### src/rtl/imem_program_loader_if.sv
// Byte-stream valid/ready handshake from the host/UART receiver into the program loader.
// The sender drives data/valid (master) and the loader answers with ready (slave).
interface imem_program_loader_if;
    logic [7:0] rx_data;
    logic       rx_valid;
    logic       rx_ready;

    modport master (output rx_data, output rx_valid, input rx_ready);
    modport slave (input rx_data, input rx_valid, output rx_ready);
endinterface

### src/rtl/imem_program_loader.sv
// Loads a program from a byte stream into instruction memory, big-endian per 32-bit word,
// then releases the memory to run mode and lets the CPU out of hold.
module imem_program_loader #(
    parameter int unsigned ADDR_W         = 12,
    parameter int unsigned TIMEOUT_CYCLES = 1000000
) (
    input  logic                  clk,
    input  logic                  rst,
    input  logic                  start_i,
    input  logic [ADDR_W:0]       word_count_i,
    imem_program_loader_if.slave  rx,
    output logic                  init_mode_o,
    output logic [ADDR_W-1:0]     init_address_o,
    output logic [31:0]           init_instruction_o,
    output logic                  write_enable_o,
    output logic                  cpu_hold_o,
    output logic                  busy_o,
    output logic                  load_done_o,
    output logic                  load_error_o,
    output logic [ADDR_W:0]       words_written_o
);
    localparam int unsigned       TimerW    = $clog2(TIMEOUT_CYCLES + 1);
    localparam logic [TimerW-1:0] TimerLast = TimerW'(TIMEOUT_CYCLES - 1);
    localparam logic [ADDR_W:0]   MaxCount  = {1'b1, {ADDR_W{1'b0}}};

    typedef enum logic [2:0] {StIdle, StRecv, StWrite, StDone, StErr} state_e;

    state_e            state_q, state_d;
    logic [ADDR_W:0]   count_q, count_d;
    logic [ADDR_W:0]   words_q, words_d;
    logic [ADDR_W-1:0] addr_q, addr_d;
    logic [ADDR_W-1:0] wr_addr_q, wr_addr_d;
    logic [1:0]        byte_idx_q, byte_idx_d;
    logic [23:0]       asm_q, asm_d;
    logic [31:0]       wr_data_q, wr_data_d;
    logic [TimerW-1:0] timer_q, timer_d;
    logic              start_ok;

    assign start_ok = (word_count_i != '0) && (word_count_i <= MaxCount);

    always_comb begin
        state_d    = state_q;
        count_d    = count_q;
        words_d    = words_q;
        addr_d     = addr_q;
        wr_addr_d  = wr_addr_q;
        byte_idx_d = byte_idx_q;
        asm_d      = asm_q;
        wr_data_d  = wr_data_q;
        timer_d    = timer_q;
        unique case (state_q)
            StIdle, StDone, StErr: begin
                if (start_i) begin
                    if (start_ok) begin
                        count_d    = word_count_i;
                        words_d    = '0;
                        byte_idx_d = '0;
                        addr_d     = '0;
                        timer_d    = '0;
                        state_d    = StRecv;
                    end else begin
                        state_d = StErr;
                    end
                end
            end
            StRecv: begin
                // An accepted byte wins over a timeout reached in the same cycle.
                if (rx.rx_valid) begin
                    timer_d    = '0;
                    byte_idx_d = byte_idx_q + 2'd1;
                    asm_d      = {asm_q[15:0], rx.rx_data};
                    if (byte_idx_q == 2'd3) begin
                        // Write port registers only change here, so they hold outside WRITE.
                        wr_addr_d = addr_q;
                        wr_data_d = {asm_q, rx.rx_data};
                        state_d   = StWrite;
                    end
                end else if (timer_q == TimerLast) begin
                    state_d = StErr;
                end else begin
                    timer_d = timer_q + 1'b1;
                end
            end
            StWrite: begin
                addr_d  = addr_q + 1'b1;
                words_d = words_q + 1'b1;
                state_d = (words_d == count_q) ? StDone : StRecv;
            end
            default: state_d = StIdle;
        endcase
    end

    always_ff @(posedge clk or posedge rst) begin
        if (rst) begin
            state_q    <= StIdle;
            count_q    <= '0;
            words_q    <= '0;
            addr_q     <= '0;
            wr_addr_q  <= '0;
            byte_idx_q <= '0;
            asm_q      <= '0;
            wr_data_q  <= '0;
            timer_q    <= '0;
        end else begin
            state_q    <= state_d;
            count_q    <= count_d;
            words_q    <= words_d;
            addr_q     <= addr_d;
            wr_addr_q  <= wr_addr_d;
            byte_idx_q <= byte_idx_d;
            asm_q      <= asm_d;
            wr_data_q  <= wr_data_d;
            timer_q    <= timer_d;
        end
    end

    assign rx.rx_ready         = (state_q == StRecv);
    assign busy_o              = (state_q == StRecv) || (state_q == StWrite);
    assign init_mode_o         = busy_o;
    assign write_enable_o      = (state_q == StWrite);
    assign cpu_hold_o          = (state_q != StDone);
    assign load_done_o         = (state_q == StDone);
    assign load_error_o        = (state_q == StErr);
    assign init_address_o      = wr_addr_q;
    assign init_instruction_o  = wr_data_q;
    assign words_written_o     = words_q;
endmodule

### src/flat_wrapper.sv
// flat-port wrapper written by rule: the top's interface ports become plain ports
module imem_program_loader_flat 
#(
    parameter int unsigned ADDR_W         = 12,
    parameter int unsigned TIMEOUT_CYCLES = 1000000
)
  (clk, rst, start_i, word_count_i, init_mode_o, init_address_o, init_instruction_o, write_enable_o, cpu_hold_o, busy_o, load_done_o, load_error_o, words_written_o, rx_rx_data, rx_rx_valid, rx_rx_ready);
  imem_program_loader_if rx_i ();
  input  logic clk;
  input  logic rst;
  input  logic start_i;
  input  logic [ADDR_W:0] word_count_i;
  output logic init_mode_o;
  output logic [ADDR_W-1:0] init_address_o;
  output logic [31:0] init_instruction_o;
  output logic write_enable_o;
  output logic cpu_hold_o;
  output logic busy_o;
  output logic load_done_o;
  output logic load_error_o;
  output logic [ADDR_W:0] words_written_o;
  input wire logic [$bits(rx_i.rx_data)-1:0] rx_rx_data;
  input wire logic [$bits(rx_i.rx_valid)-1:0] rx_rx_valid;
  output wire logic [$bits(rx_i.rx_ready)-1:0] rx_rx_ready;
  assign rx_i.rx_data = rx_rx_data;
  assign rx_i.rx_valid = rx_rx_valid;
  assign rx_rx_ready = rx_i.rx_ready;
  imem_program_loader #(.ADDR_W(ADDR_W), .TIMEOUT_CYCLES(TIMEOUT_CYCLES)) u_core (.clk(clk), .rst(rst), .start_i(start_i), .word_count_i(word_count_i), .rx(rx_i), .init_mode_o(init_mode_o), .init_address_o(init_address_o), .init_instruction_o(init_instruction_o), .write_enable_o(write_enable_o), .cpu_hold_o(cpu_hold_o), .busy_o(busy_o), .load_done_o(load_done_o), .load_error_o(load_error_o), .words_written_o(words_written_o));
endmodule
### config.mk
export PLATFORM = sky130hd
export DESIGN_NAME = imem_program_loader_flat
export DESIGN_NICKNAME = d
export VERILOG_FILES = /design/src/rtl/imem_program_loader_if.sv /design/src/rtl/imem_program_loader.sv /design/src/flat_wrapper.sv
export SDC_FILE = /design/constraint.sdc
export NUM_CORES = 1
export LEC_CHECK = 0
export CORE_MARGIN = 2
export CORE_UTILIZATION = 35
export DETAILED_ROUTE_END_ITERATION = 10
export DONT_BUFFER_PORTS = 1
export PLACE_DENSITY = 0.56
export SKIP_LAST_GASP = 1
export SLEW_MARGIN = 0
export SYNTH_ARGS = -nofsm -noshare
export SYNTH_HDL_FRONTEND = slang
export SYNTH_SLANG_ARGS = --single-unit
export TNS_END_PERCENT = 30
### constraint.sdc
create_clock -name clk -period 4.25 [get_ports clk]
set_input_delay 0.425 -clock clk [delete_from_list [all_inputs] [get_ports clk]]
set_output_delay 0.425 -clock clk [all_outputs]
set_load 0.05 [all_outputs]
==> results of run 1 <==
[worst max path at each step]
stage,startpoint,end,cells past startpoint
after floorplan,rst,u_core.addr_q[0]$_DFFE_PP0P_,1
after global placement,word_count_i[3],u_core.timer_q[0]$_DFFE_PP0P_,5
after detailed placement,word_count_i[3],u_core.timer_q[0]$_DFFE_PP0P_,5
after CTS,u_core.state_q[1]$_DFFE_PP0P_,u_core.timer_q[0]$_DFFE_PP0P_,5
after global routing,u_core.state_q[1]$_DFFE_PP0P_,u_core.addr_q[9]$_DFFE_PP0P_,5
final,u_core.state_q[1]$_DFFE_PP0P_,u_core.timer_q[0]$_DFFE_PP0P_,5
[stage by stage]
step / area (um2) / cells / hold slack, ns
after global routing: 7239 / 824 / 0.09242
after detailed placement: 6633 / 792 / 0.4817
final: 7239 / 824 / 0.02914
after CTS: 7239 / 824 / 0.07219
after floorplan: 6446 / 591 / 0.4475
after global placement: 6633 / 792 / 0.4691
[sequential cells by signal, indices dropped and copies added, names as in the netlist]
register / count
u_core.count_q: 13
u_core.init_instruction_o: 32
u_core.asm_q: 24
u_core.init_address_o: 12
u_core.addr_q: 12
u_core.words_written_o: 13
u_core.byte_idx_q: 2
u_core.timer_q: 20
u_core.state_q: 3
[routing by layer]
metal | vias to the layer above | routed length, um | part of all wire | track usage
li1 | 2163 | - | - | -
met3 | 16 | 1105 | 0.076 | 0.05678
met4 | 0 | 130 | 0.0090 | 0.04526
met2 | 153 | 6585 | 0.45 | 0.2272
met5 | - | 0 | 0 | 0
met1 | 2377 | 6660 | 0.46 | 0.2063
[placed cells by master (no fill, tap or decap), types with 7 or more instances in the layout]
master / count
a21oi_1: 22
and3_1: 10
clkbuf_16: 17
dfrtp_1: 131
inv_1: 10
mux2_2: 68
mux2i_1: 9
nand2_1: 67
nand2b_1: 16
nand3_1: 24
nand4_1: 22
nor2_1: 16
o21ai_1: 14
o31ai_1: 27
or3_1: 7
or4_1: 15
[area by class of cell]
| class | instances | area, um2 | area share |
|---|---|---|---|
| sequential | 131 | 3278 | 0.4528 |
| multi-input combinational | 415 | 2970 | 0.4103 |
| clock buffer | 18 | 429.2 | 0.05928 |
| tap | 229 | 286.5 | 0.03958 |
| clock inverter | 14 | 177.7 | 0.02454 |
| timing repair buffer | 5 | 50.05 | 0.006913 |
| inverter | 12 | 47.55 | 0.006568 |
[critical path, delay by kind of cell, from the launching register on]
family             cells  cell delay, ns
muxes                  1            0.33
DFF                    1            0.50
and+or+nand+nor        3            1.24
AOI/OAI and AO/OA      1            0.62
[kinds of logic after synthesis]
group | synth area share
adder cells (fa/ha/maj) | 0.007764
AO/OA/AOI/OAI | 0.1130
flip-flops | 0.5085
buffers and inverters | 0.03261
XOR/XNOR | 0.02193
AND/OR/NAND/NOR | 0.1817
multiplexers | 0.1345
[where the power goes]
| group | total [uW] | leakage (uW) | internal (uW) | switching [uW] |
|---|---|---|---|---|
| clock network | 1490 | 0.000295 | 929 | 559 |
| registers | 1910 | 0.00176 | 1480 | 426 |
| logic | 643 | 0.00118 | 287 | 356 |
==> flow_summary.ini, run 1 <==
[synth]
synth-edff-count = 0
netlist_area_mm2 = 0.006446
synth_most_common_cell = dfrtp_1
synth_fp_nets = 620
ys_ff_latch = 131
yosys_most_used_dff = dfrtp_1
syn-instance-count = 591
synthArstFlopShare = 1.000
synth_warnings = 0
syn_avg_cell_area_um2 = 10.91
ys_top_cells_by_count = dfrtp_1 (131), mux2_2 (68), nand2_1 (67), o31ai_1 (27), nand3_1 (25)
synth_top_area_share = 0.5085
ys_seq_area_frac = 0.5085
ys_top_cells_by_area = dfrtp_1 (51%), mux2_2 (12%), nand2_1 (3.9%), o31ai_1 (3.1%), nand4_1 (2.1%)
yosysUniqueCellTypes = 65
synth_top_area_cell = dfrtp_1

[floorplanning]
num_rows = 49
die_width_um = 139.7
ioPinCount = 89
start_util = 0.3576
die_area_mm2 = 0.01952
die_h_um = 139.7
core_mm2 = 0.01802

[timing]
period_minus_slack_ns = 2.810
period_share = 0.6611
fin_tns_setup_ns = 0
maxSlewHeadroom = 0.2448
fin_skew_ns = 0.006744
final.setup.worst_slack_ns = 1.440
rsz0062_at_grt = no
finalSetupViolCount = 0
drv_slew = 0
hold_violations = 0
tightest_slew_ns = 1.133
fmax_ghz = 0.3559

[route]
drt_wl_total_um = 14480
drc = 0
dr.pass1.iters = 5
postRouteAntennaNets = 0
routedWlPerCell_um = 17.58
viasPerCell = 5.715
first_iter_violations = 316
vias = 4709

[layout]
fill_cells = 1774
diodes = 0
drive_gt1_frac = 0.2000
fin_nets = 611
utilization = 0.4016
syn_to_final_growth_pct = 12.31

[pwr]
power_leakage_uw = 0.003237
power_uw = 4040
ir_drop_v = 0.0003775
cellPowerDensity_mw_per_mm2 = 558.0

[worst_setup_path]
arrival_ns = 3.10
crit_chain = nand3b_1, and2_1, a21oi_4, or3_1, mux2_1
critPathMaxFanout = 34
crit_slowest_cell = a21oi_4
crit_type = flip-flop to flip-flop
r2r_setup_slack_ns = 1.44
slowest_delay_ns = 0.62
start_kind = flip-flop
critical_path_required_ns = 4.54
worst_setup_path_end_kind = flip-flop
worst_r2r_path_depth = 5
r2r-start = u_core.state_q[1]$_DFFE_PP0P_
r2r-end = u_core.timer_q[0]$_DFFE_PP0P_

[clock_tree]
cts_root_buf = clkbuf_16
clock_latency_ns = 0.41
post_cts_resized = 0
cts_tree = built
clkSinkCount = 131
cts_buffer_depth = 2
numCtsBuffers = 17
cts_max_level = 4
clk_pin_slew_ns = 0.06
postCtsHoldBufs = 0
post_cts_buffers = 0

[global_route]
grt_pass1_wl_um = 23960
grt_max_degree = 69
antenna_found_initial = 0
grt_pass1_vias = 4673
grt_usage = 0.1520
overflow = 0

[run_status]
status = finished, final reports clean

[placed_design]
gp_congestion = 0.8602
port_buffers = 0
dp_slack_ns = 1.293
dp_hpwl_um = 9981

[hold_path]
hold_path.class = input port to async pin

[run]
maxCapViolCount = 0
Power figures use the tool's default switching activity.
==> run 2: changes to the inputs <==
--- a/config.mk
+++ b/config.mk
@@ -5,11 +5,12 @@
 export SDC_FILE = /design/constraint.sdc
 export NUM_CORES = 1
 export LEC_CHECK = 0
+export ABC_AREA = 1
 export CORE_MARGIN = 2
 export CORE_UTILIZATION = 35
 export DETAILED_ROUTE_END_ITERATION = 10
 export DONT_BUFFER_PORTS = 1
-export PLACE_DENSITY = 0.56
+export PLACE_DENSITY = 0.58
 export SKIP_LAST_GASP = 1
 export SLEW_MARGIN = 0
 export SYNTH_ARGS = -nofsm -noshare
==> constraint.sdc (replaced) <==
create_clock -name clk -period 2.5 [get_ports clk]
set_input_delay 0.25 -clock clk [delete_from_list [all_inputs] [get_ports clk]]
set_output_delay 0.25 -clock clk [all_outputs]
set_load 0.05 [all_outputs]
==> run 2 against run 1 <==
Against the previous run:
- clock skew rose by 0.0096 ns
- critical endpoint is now u_core.timer_q[1]$_DFFE_PP0P_
- hold slack improved by 0.085 ns
- largest power group unchanged
- maximum frequency increased by 33%
- synthesized cell count grew 30%
- clock power increased by 73%
- first-iteration DRC count grew 19%
==> flow_summary.ini, run 2 <==
[clock_tree]
clkSinkCount = 131
clk_pin_slew_ns = 0.06
numCtsBuffers = 17
cts_root_buf = clkbuf_16
cts_tree = built
cts_max_level = 4
clock_latency_ns = 0.43
cts_buffer_depth = 2

[global_route]
grt_pass1_vias = 4940
grt_max_degree = 132
overflow = 0
antenna_found_initial = 0
grt_pass1_wl_um = 25650
grt_usage = 0.1621

[timing]
final.setup.worst_slack_ns = 0.3903
fmax_ghz = 0.4740
fin_hold_ws_ns = 0.1141
period_share = 0.8439
fin_tns_setup_ns = 0
drv_slew = 0
tightest_slew_ns = 0.7255
rsz0062_at_grt = no
period_minus_slack_ns = 2.110
maxSlewHeadroom = 0.5163
hold_violations = 0
finalSetupViolCount = 0
fin_skew_ns = 0.01639

[synth]
syn-instance-count = 769
synthArstFlopShare = 1.000
syn_avg_cell_area_um2 = 8.407
ys_seq_area_frac = 0.5071
synth_top_area_cell = dfrtp_1
ys_ff_latch = 131
synth_warnings = 0
synth-edff-count = 0
synth_most_common_cell = nand2_1
yosysUniqueCellTypes = 36
yosys_most_used_dff = dfrtp_1
ys_top_cells_by_area = dfrtp_1 (51%), nand2_1 (12%), o21ai_0 (8.1%), inv_1 (5.6%), nand3_1 (4.3%)
synth_top_area_share = 0.5071
synth_fp_nets = 798
ys_top_cells_by_count = nand2_1 (202), dfrtp_1 (131), o21ai_0 (104), inv_1 (96), nand3_1 (56)
netlist_area_mm2 = 0.006465

[pwr]
cellPowerDensity_mw_per_mm2 = 1002
power_uw = 7705
ir_drop_v = 0.0006395
power_leakage_uw = 0.003595

[floorplanning]
die_h_um = 139.9
num_rows = 49
die_area_mm2 = 0.01957
die_width_um = 139.9
ioPinCount = 89
start_util = 0.3587
core_mm2 = 0.01802

[run_status]
status = finished, final reports clean

[route]
viasPerCell = 4.956
dr.pass1.iters = 4
drc = 0
drt_wl_total_um = 15360
vias = 5229
postRouteAntennaNets = 0
routedWlPerCell_um = 14.56
first_iter_violations = 376

[hold_path]
hold_path.class = input port to flip-flop

[layout]
drive_gt1_frac = 0.1211
diodes = 0
final_common_cell = nand2_1
largest_reg_flops = 32
syn_to_final_growth_pct = 18.93
most-common-layout-cells = nand2_1 (202), dfrtp_1 (131), o21ai_0 (104)
fin_nets = 842

[worst_setup_path]
critical_path_required_ns = 2.81
start_kind = flip-flop
critPathMaxFanout = 19
arrival_ns = 2.42
crit_type = flip-flop to flip-flop
worst_setup_path_end_kind = flip-flop

[placed_design]
port_buffers = 0
dp_hpwl_um = 10450
dp_slack_ns = 0.3879
gp_congestion = 0.9219

[run]
maxCapViolCount = 0
-- run 2: cell types whose count changed after synthesis, moves of 16 or more --
| cell | change |
|---|---|
| nand2_1 | +135 |
| o21ai_0 | +100 |
| inv_1 | +85 |
| mux2_2 | -68 |
| nand3_1 | +31 |
| o31ai_1 | -26 |
| nor2_1 | +24 |
| a21oi_1 | -20 |
| mux2_4 | +18 |
| nand2b_1 | -16 |
-- run 2: critical path, cell delays in order (launching register included) --
cell	delay, ns
dfrtp_1	0.39
ha_1	0.27
nand2_1	0.11
nor2_2	0.13
inv_1	0.11
nor2_4	0.11
nand3_1	0.11
o21ai_1	0.16
inv_2	0.06
nand2_4	0.17
inv_2	0.19
nand3_1	0.12
o21ai_2	0.06
-- run 2: logic make-up after synthesis --
family / share of synthesized area
buffers and inverters: 0.07586
AND/OR/NAND/NOR: 0.2502
AO/OA/AOI/OAI: 0.1024
XOR/XNOR: 0.01490
multiplexers: 0.04180
flip-flops: 0.5071
adder cells (fa/ha/maj): 0.007742
-- run 2: area by class of cell --
type,count,area [um2]
sequential,131,3278
timing repair buffer,47,435.4
clock inverter,14,166.4
clock buffer,18,439.2
multi-input combinational,516,2704
tap,229,286.5
fill,1833,10340
inverter,100,379.1
-- run 2: layer usage --
metal,wire length (um),track usage
met1,7647,0.2299
met2,6670,0.2398
met3,850,0.04855
met4,188,0.04947
met5,0,0
-- run 2: through the flow --
step | utilization | area [um2] | std cells
after floorplan | - | 6469 | 769
after detailed placement | 0.3802 | 6853 | 1000
after global placement | 0.3802 | 6853 | 1000
final | 0.4266 | 7689 | 1055
after CTS | 0.4266 | 7689 | 1055
after global routing | 0.4266 | 7689 | 1055
-- run 2: power by group --
group          internal (uW)  switching, uW
logic                    596           1280
clock network           1530           1050
registers               2560            693
-- run 2: timing repair --
item,4_1_cts,5_1_grt
buffers inserted,0,0
gates resized for setup,0,0
hold endpoints to repair,165,0
hold buffers,23,0
endpoints found under the setup margin,0,0
-- run 2: final timing paths --
check                                               from                                   endpoint  slack [ns]  cells after the start
max reg2reg                u_core.timer_q[0]$_DFFE_PP0P_              u_core.timer_q[1]$_DFFE_PP0P_        0.39                     12
min                                              start_i              u_core.state_q[0]$_DFFE_PP0P_        0.11                      4
max in group asynchronous                            rst      u_core.words_written_o[4]$_DFFE_PP0P_        1.44                      3
max                        u_core.timer_q[0]$_DFFE_PP0P_              u_core.timer_q[1]$_DFFE_PP0P_        0.39                     12
min reg2reg                  u_core.asm_q[7]$_DFFE_PP0P_               u_core.asm_q[15]$_DFFE_PP0P_        0.48                      2
min in group asynchronous                            rst  u_core.init_instruction_o[31]$_DFFE_PP0P_        0.49                      3
==> run 3: changes to the inputs <==
--- a/config.mk
+++ b/config.mk
@@ -5,12 +5,12 @@
 export SDC_FILE = /design/constraint.sdc
 export NUM_CORES = 1
 export LEC_CHECK = 0
-export ABC_AREA = 1
+export ABC_AREA = 0
 export CORE_MARGIN = 2
 export CORE_UTILIZATION = 35
 export DETAILED_ROUTE_END_ITERATION = 10
 export DONT_BUFFER_PORTS = 1
-export PLACE_DENSITY = 0.58
+export PLACE_DENSITY = 0.56
 export SKIP_LAST_GASP = 1
 export SLEW_MARGIN = 0
 export SYNTH_ARGS = -nofsm -noshare
==> constraint.sdc (replaced) <==
create_clock -name clk -period 2.1 [get_ports clk]
set_input_delay 0.21 -clock clk [delete_from_list [all_inputs] [get_ports clk]]
set_output_delay 0.21 -clock clk [all_outputs]
set_load 0.05 [all_outputs]
==> run 3 against run 2 <==
Against the previous run:
- clock power increased by 12%
- die area decreased by 0.29%
- highest routed layer unchanged
- worst setup slack got worse by 0.29 ns
- non-clock buffer count increased by 30
- sequential share of layout area decreased by 0.94 points
- utilization increased by 0.96 points
- routed wire length increased by 2.6%
==> flow_summary.ini, run 3 (synthesis results as in run 1) <==
[worst_setup_path]
crit_slowest_cell = dfrtp_1
crit_chain = nor2b_1, nand2b_1, buf_4, o21ai_2, buf_4
start_kind = flip-flop
critPathMaxFanout = 11
critical_path_required_ns = 1.89
crit_type = flip-flop to output port
worst_setup_path_end_kind = output port
cp_top_family = buffers and inverters
crit_top_cell = buf_4
slowest_delay_ns = 0.41
critPathBufInv = 2
arrival_ns = 1.79

[clock_tree]
cts_buffer_depth = 2
cts_tree = built
clk_pin_slew_ns = 0.06
numCtsBuffers = 17
clkSinkCount = 131
post_cts_buffers = 0
clock_latency_ns = 0.42
cts_max_level = 4
cts_root_buf = clkbuf_16

[route]
viasPerCell = 5.554
first_iter_violations = 287
postRouteAntennaNets = 0
routedWlPerCell_um = 17.58
drt_wl_total_um = 15750
vias = 4976
dr.pass1.iters = 4
drc = 0

[layout]
final_common_cell = dfrtp_1
utilization = 0.4362
largest_reg_flops = 32
fill_cells = 1730
syn_to_final_growth_pct = 21.97
diodes = 0
drive_gt1_frac = 0.2579
fin_nets = 683
final_area_mm2 = 0.007863
register_area_mm2 = 0.003278
multi_input_area_mm2 = 0.002973
most-common-layout-cells = dfrtp_1 (131), mux2_2 (68), nand2_1 (67)

[timing]
finalSetupViolCount = 0
fmax_ghz = 0.5004
maxSlewHeadroom = 0.5527
fin_skew_ns = 0.01314
tightest_slew_ns = 0.6696
final.setup.worst_slack_ns = 0.1017
drv_slew = 0
period_minus_slack_ns = 1.998
hold_violations = 0
period_share = 0.9516
rsz0062_at_grt = yes

[global_route]
antenna_found_initial = 0
grt_max_degree = 45
overflow = 0
grt_usage = 0.1672
grt_pass1_vias = 5021
grt_pass1_wl_um = 26350

[run]
maxCapViolCount = 0

[pwr]
ir_drop_v = 0.0005772
cellPowerDensity_mw_per_mm2 = 1049
power_leakage_uw = 0.003585

[floorplanning]
core_mm2 = 0.01802
ioPinCount = 89
die_area_mm2 = 0.01952
die_width_um = 139.7
num_rows = 49
start_util = 0.3576
die_h_um = 139.7

[hold_path]
hold_path.class = input port to flip-flop

[run_status]
status = finished, final reports clean

[placed_design]
placed_area_mm2 = 0.007056
port_buffers = 0
gp_congestion = 0.8403
dp_slack_ns = -0.1674
dp_hpwl_um = 10880
run 3: cell count changes in the layout (fill, tap and decap cells not counted), moves of 26 or more:
cell	change
nand2_1	-135
mux2_2	+68
o21ai_0	-101
inv_1	-85
buf_4	+28
o31ai_1	+26
nand3_1	-32
run 3: worst paths after layout:
check                                                 startpoint                                       end  slack [ns]  cells after the start
setup reg to reg           u_core.words_written_o[1]$_DFFE_PP0P_             u_core.state_q[1]$_DFFE_PP0P_        0.12                      6
hold / removal                                           start_i             u_core.state_q[2]$_DFFE_PP0P_        0.09                      2
max in group asynchronous                                    rst             u_core.timer_q[6]$_DFFE_PP0P_        1.03                      3
setup / recovery                   u_core.state_q[1]$_DFFE_PP0P_                               init_mode_o        0.10                      5
hold reg to reg                 u_core.byte_idx_q[0]$_DFFE_PP0P_          u_core.byte_idx_q[0]$_DFFE_PP0P_        0.49                      1
min in group asynchronous                                    rst  u_core.init_instruction_o[7]$_DFFE_PP0P_        0.37                      2
run 3: report_power, final:
group | internal (uW) | total, uW | switching (uW)
Sequential | 3000 | 3790 | 792
Combinational | 745 | 1570 | 826
Clock | 1690 | 2890 | 1190
run 3: repair_timing:
| action | 4_1_cts | 5_1_grt |
|---|---|---|
| setup endpoints to repair | 0 | 28 |
| hold buffers | 22 | 0 |
| endpoints found under the hold margin | 55 | 0 |
| resized for setup | 0 | 5 |
run 3: area by class of cell:
type | count | share of cell area
sequential | 131 | 0.4169
clock inverter | 14 | 0.01798
inverter | 12 | 0.006206
tap | 229 | 0.03644
timing repair buffer | 77 | 0.08848
clock buffer | 18 | 0.05586
multi-input combinational | 415 | 0.3781
run 3: routing by layer:
| layer | track usage | share of wire | up-vias |
|---|---|---|---|
| met1 | 0.2321 | 0.47 | 2487 |
| met4 | 0.05842 | 0.018 | 0 |
| met5 | 0 | 0 | - |
| li1 | - | - | 2324 |
| met2 | 0.2488 | 0.46 | 139 |
| met3 | 0.05093 | 0.059 | 26 |
run 3: stage by stage:
stage	setup TNS [ns]	total power (uW)	hold WS (ns)	cells
global route	-0.2949	8657	0.1049	896
CTS	0	8346	0.06491	896
floorplan	-25.90	4867	0.3154	591
finish	0	8248	0.09352	896
detailed placement	-1.971	5378	0.2095	842
global placement	-1.293	5315	0.1994	842
